<file path="config.mk">
export PLATFORM = sky130hd
export DESIGN_NAME = pipe_ifetch
export DESIGN_NICKNAME = d
export VERILOG_FILES = /design/src/rtl/pipe_ifetch.sv
export SDC_FILE = /design/constraint.sdc
export NUM_CORES = 1
export LEC_CHECK = 0
export ABC_AREA = 1
export CORE_MARGIN = 2
export CORE_UTILIZATION = 58
export CTS_BUF_LIST = sky130_fd_sc_hd__clkbuf_4
export DETAILED_ROUTE_END_ITERATION = 8
export PLACE_DENSITY = 0.94
export SYNTH_ARGS = -nofsm -noshare
export SYNTH_HDL_FRONTEND = slang
export SYNTH_SLANG_ARGS = --single-unit
</file>
<file path="constraint.sdc">
create_clock -name clk -period 17.55 [get_ports clk]
set_input_delay 3.51 -clock clk [delete_from_list [all_inputs] [get_ports clk]]
set_output_delay 3.51 -clock clk [all_outputs]
set_load 0.005 [all_outputs]
</file>
<file path="src/rtl/pipe_ifetch.sv">
// Instruction-fetch front end.
// Issues fetches for the current pc under a credit limit, remembers the pc of
// every in-flight request, buffers returned words in a small FIFO and presents
// the FIFO head to decode. A redirect (flush) kills buffered words and marks
// every still-outstanding response for discard.
//
// Ports:
//   clk, clr        clock; asynchronous active-high reset
//   pc              current program counter (also the fetch address)
//   flush           redirect this cycle; PC register loads the target
//   id_stall        decode cannot take an instruction this cycle
//   imem_req/addr   fetch request and address
//   imem_ready      memory accepts the request
//   imem_rvalid/rdata  in-order response
//   pc_en           PC register advance/load enable
//   ifid_valid/inst/pc  instruction handed to decode (NOP/0 when invalid)
module pipe_ifetch #(
  parameter int unsigned DEPTH = 2,
  parameter logic [31:0] NOP   = 32'h0000_0000
) (
  input  logic        clk,
  input  logic        clr,
  input  logic [31:0] pc,
  input  logic        flush,
  input  logic        id_stall,
  output logic        imem_req,
  output logic [31:0] imem_addr,
  input  logic        imem_ready,
  input  logic        imem_rvalid,
  input  logic [31:0] imem_rdata,
  output logic        pc_en,
  output logic        ifid_valid,
  output logic [31:0] ifid_inst,
  output logic [31:0] ifid_pc
);

  localparam int unsigned AW = $clog2(DEPTH);
  localparam int unsigned CW = AW + 1;
  localparam logic [CW:0] DepthOcc = (CW + 1)'(DEPTH);

  typedef enum logic [0:0] {StBoot, StRun} state_e;

  state_e        state_q, state_d;
  logic [CW-1:0] out_q, out_d;    // requests accepted, response not yet seen
  logic [CW-1:0] cnt_q, cnt_d;    // words buffered in the FIFO
  logic [CW-1:0] disc_q, disc_d;  // outstanding responses to throw away
  logic [AW-1:0] pend_wr_q, pend_rd_q;
  logic [AW-1:0] fifo_wr_q, fifo_rd_q;
  logic [31:0]   pend_pc_q   [DEPTH];
  logic [31:0]   fifo_pc_q   [DEPTH];
  logic [31:0]   fifo_inst_q [DEPTH];

  logic [CW:0] occ;
  logic        issue, resp, keep, pop;

  assign imem_addr = pc;

  always_comb begin
    state_d    = state_q;
    occ        = {1'b0, out_q} + {1'b0, cnt_q};
    imem_req   = 1'b0;
    issue      = 1'b0;
    resp       = 1'b0;
    keep       = 1'b0;
    pop        = 1'b0;
    pc_en      = 1'b0;
    ifid_valid = 1'b0;
    ifid_inst  = NOP;
    ifid_pc    = 32'h0;
    out_d      = out_q;
    cnt_d      = cnt_q;
    disc_d     = disc_q;

    if (state_q == StBoot) state_d = StRun;

    // Credit counts buffered plus in-flight words so a response always has a slot.
    imem_req = (state_q == StRun) && !flush && (occ < DepthOcc);
    issue    = imem_req && imem_ready;
    // Responses with nothing outstanding (e.g. left over from before reset) are ignored.
    resp     = imem_rvalid && (out_q != '0);
    keep     = resp && (disc_q == '0) && !flush;
    pc_en    = !clr && (issue || flush);

    ifid_valid = (cnt_q != '0) && !flush;
    if (ifid_valid) begin
      ifid_inst = fifo_inst_q[fifo_rd_q];
      ifid_pc   = fifo_pc_q[fifo_rd_q];
    end
    pop = ifid_valid && !id_stall;

    out_d = out_q + CW'(issue) - CW'(resp);

    if (flush) begin
      // Everything still in flight after this cycle belongs to the old path.
      disc_d = out_q - CW'(resp);
      cnt_d  = '0;
    end else begin
      if (resp && (disc_q != '0)) disc_d = disc_q - CW'(1);
      cnt_d = cnt_q + CW'(keep) - CW'(pop);
    end
  end

  always_ff @(posedge clk or posedge clr) begin
    if (clr) begin
      state_q   <= StBoot;
      out_q     <= '0;
      cnt_q     <= '0;
      disc_q    <= '0;
      pend_wr_q <= '0;
      pend_rd_q <= '0;
      fifo_wr_q <= '0;
      fifo_rd_q <= '0;
    end else begin
      state_q <= state_d;
      out_q   <= out_d;
      cnt_q   <= cnt_d;
      disc_q  <= disc_d;
      if (issue) pend_wr_q <= pend_wr_q + AW'(1);
      if (resp)  pend_rd_q <= pend_rd_q + AW'(1);
      if (flush) begin
        fifo_wr_q <= '0;
        fifo_rd_q <= '0;
      end else begin
        if (keep) fifo_wr_q <= fifo_wr_q + AW'(1);
        if (pop)  fifo_rd_q <= fifo_rd_q + AW'(1);
      end
    end
  end

  // Storage needs no reset: pointers and counters gate every read.
  always_ff @(posedge clk) begin
    if (issue) pend_pc_q[pend_wr_q] <= pc;
    if (keep) begin
      fifo_pc_q[fifo_wr_q]   <= pend_pc_q[pend_rd_q];
      fifo_inst_q[fifo_wr_q] <= imem_rdata;
    end
  end

endmodule

</file>
==> flow_summary.toml <==
[run_status]
outcome = "finished clean"

[yosys]
synth_fp_nets = 834
yosysUniqueCellTypes = 24
synth.top_cell.area_share_pct = 68.12
yosys.area_share.xor_xnor_pct = 0.5174
syn_inst = 757
yosysTopAreaCell = "edfxtp_1"
syn_area_um2 = 8464
synth.avg_cell_area_um2 = 11.18
synthSimpleGateAreaFrac_pct = 17.77
yosysSeqAreaShare_pct = 71.37
yosys_warnings = 0
synth-seq-cells = 203
synth_adder_area_share_pct = 1.123
yosys-top-cells-area = "edfxtp_1 (68%), nand2_1 (16%), inv_1 (3.6%)"
synth_compound_area_share_pct = 0.1774
synthMuxAreaShare_pct = 0
synth_top_family_by_area = "simple AND/OR/NAND/NOR gates"

[pwr]
pwr-share-comb_pct = 22.9
p_per_area_nw_per_um2 = 119.9
pwr-share-clk_pct = 29.0
switching_share_pct = 29.11
vdd_drop_max_mv = 0.07741
intPower_uw = 901.3
fin_total_pwr_uw = 1271
leakagePower_uw = 0.004649
pwr-share-seq_pct = 48.0
power.switching_uw = 370.1

[timing]
tightest_slew_ns = 1.194
layout_setup_ws_ns = 8.360
timing.final.crit_share_pct = 52.37
final-setup-viol-count = 0
min_period_ns = 9.190
fmax_mhz = 108.8
setup_tns_ns = 0
finalHoldViolCount = 0
maxSlewViolCount = 0
whs_ns = 0.5125
rsz0062_at_grt = "no"
fin_skew_ns = 0.03043
slew_headroom_pct = 20.30

[final_layout]
drive_above_1_share_pct = 9.329
multiInputGateArea_um2 = 1682
fill_cells = 909
nets = 997
regArea_um2 = 6042
fin_area_um2 = 10600
synthToLayoutAreaGrowth_pct = 25.26

[cts]
cts-root-buf = "clkbuf_4"
clockBufferDepth = 3
cts_tree = "built"
postCtsSetupRepairBufs = 0
cts_max_level = 2
ctsResizeCount = 0
cts.clk_slew.worst_paths_ns = 0.07
clk_latency_ns = 0.63
clkSinkCount = 203
cts_made_buffers = 48
cts_hold_buffers = 0

[detailed_routing]
first_pass_iters = 5
final_antenna_net_count = 0
drt-initial-drc-count = 282
viasPerCell = 4.844
drc_errors = 0
wl_per_cell_um = 14.60
vias = 5517
wl_um = 16630

[floorplan]
start_util_pct = 58.91
num_io_pins = 169
row_count = 44
dieArea_um2 = 15580
fp.coreArea_um2 = 14370
die_h_um = 124.8
fp.dieW_um = 124.8

[global_route]
groute.usage.overall_pct = 21.53
grt_pass1_wl_um = 26480
antenna_found_initial = 1
grt_max_degree = 66
first_global_vias = 5665
gr-total-overflow = 0

[run]
maxCapViolCount = 0

[worst_setup_path]
worst_path_most_repeated_cell = "clkdlybuf4s50_1"
cp-end-kind = "primary output"
slowest_stage = "clkdlybuf4s50_1"
critPathLaunchType = "primary input"
critical_path.max_fanout = 65
critical_path_required_ns = 14.04
worstPathArrival_ns = 5.68
setup.worst_path.class = "in -> out"
crit_chain = "clkdlybuf4s50_1, nor2_4, buf_4, nand2_1, inv_1, clkdlybuf4s50_1"
slowest_delay_ns = 0.62
path_buf_inv = 4
cp_top_family = "buffers and inverters"

[placed_design]
dp_slack_ns = 8.379
dp_hpwl_um = 10290
placed_area_um2 = 9996
numPortBuffers = 168
gp_congestion = 0.8246

[hold_path]
hold_path_class = "reg -> reg"
==> registers in the layout, summed over array words and instances, names as in the netlist <==
signal,count
cnt_q,2
out_q,2
pend_wr_q,1
fifo_rd_q,1
state_q,1
pend_pc_q,64
disc_q,2
fifo_wr_q,1
fifo_inst_q,64
fifo_pc_q,64
pend_rd_q,1
==> per-layer routing <==
metal | up-vias | GRT usage (%) | share of wire (%)
met2 | 210 | 40.24 | 55
met5 | - | 0 | 0
met3 | 42 | 4.940 | 6.1
li1 | 2719 | - | -
met4 | 0 | 9.848 | 2.7
met1 | 2546 | 22.92 | 37
==> layout by cell type (no fill, tap or decap) <==
cell type / count
a21oi_1: 1
buf_4: 6
bufinv_16: 1
clkbuf_4: 69
clkdlybuf4s50_1: 168
clkinv_1: 12
clkinvlp_4: 1
conb_1: 1
dfrtp_1: 10
dfrtp_2: 1
diode_2: 1
edfxtp_1: 192
fa_1: 1
ha_1: 6
inv_1: 81
inv_2: 4
nand2_1: 371
nand3_1: 5
nand4_1: 1
nor2_1: 7
nor2_2: 2
nor2_4: 3
nor3_1: 1
nor3_2: 1
nor4_1: 1
o21ai_0: 2
or2_2: 1
xnor2_1: 1
xor2_1: 4
==> power groups by stage <==
stage	clock [uW]	combinational [uW]	sequential [uW]
floorplan	0	188	619
global placement	0	278	619
detailed placement	0	293	622
CTS	377	295	611
global route	406	328	614
finish	369	292	611
==> worst reg2reg max path: stages (launching register included) <==
cell,delay (ns)
dfrtp_1,0.42
nand2_1,0.10
inv_1,0.06
fa_1,0.47
nor2_1,0.12
nand3_1,0.28
nor2_4,0.86
==> worst paths after layout <==
kind | start | to | slack [ns] | cells after the start
min in group asynchronous | clr | pend_wr_q | 3.21 | 2
worst min-delay path | disc_q[0] | disc_q[0] | 0.51 | 2
max in group asynchronous | clr | fifo_rd_q | 14.02 | 2
worst max register to register | out_q[0] | pend_pc_q[1][24] | 14.86 | 6
worst max-delay path | flush | ifid_pc[12] | 8.36 | 6
worst min register to register | disc_q[0] | disc_q[0] | 0.51 | 2
==> cells in the mapped netlist (all sizes together) <==
cell / n
buf: 59
nor3: 2
ha: 6
a21oi: 1
dfrtp: 11
edfxtp: 192
inv: 84
conb: 1
clkbuf: 2
nand4: 1
fa: 1
xnor2: 1
nor4: 1
o21ai: 2
nand2: 371
xor2: 4
or2: 1
nand3: 5
nor2: 12
==> per-stage QoR <==
stage | instances | util (%)
after floorplan | 757 | -
after global placement | 1054 | 69.57
after detailed placement | 1054 | 69.57
after CTS | 1138 | 73.77
after global routing | 1139 | 73.79
final | 1139 | 73.79
==> cells by family (layout without fill, tap and decap cells) <==
logic type | Yosys count | count (layout)
and+or+nand+nor | 393 | 393
AOI/OAI and AO/OA | 3 | 3
adders and majority gates | 7 | 7
xor gates and xnor gates | 5 | 5
buffers and inverters | 145 | 342
DFF | 203 | 203
other | 1 | 2
==> layout make-up <==
type	count	area share (%)
diodes	1	0.02360
flip-flops and latches	203	56.99
multi-input cells	409	15.86
inverters	84	2.974
clock buffers	69	4.886
repair buffers	174	16.29
well taps	184	2.171
clock inverters	15	0.8143
No activity file was read; power rests on OpenSTA's default activity.
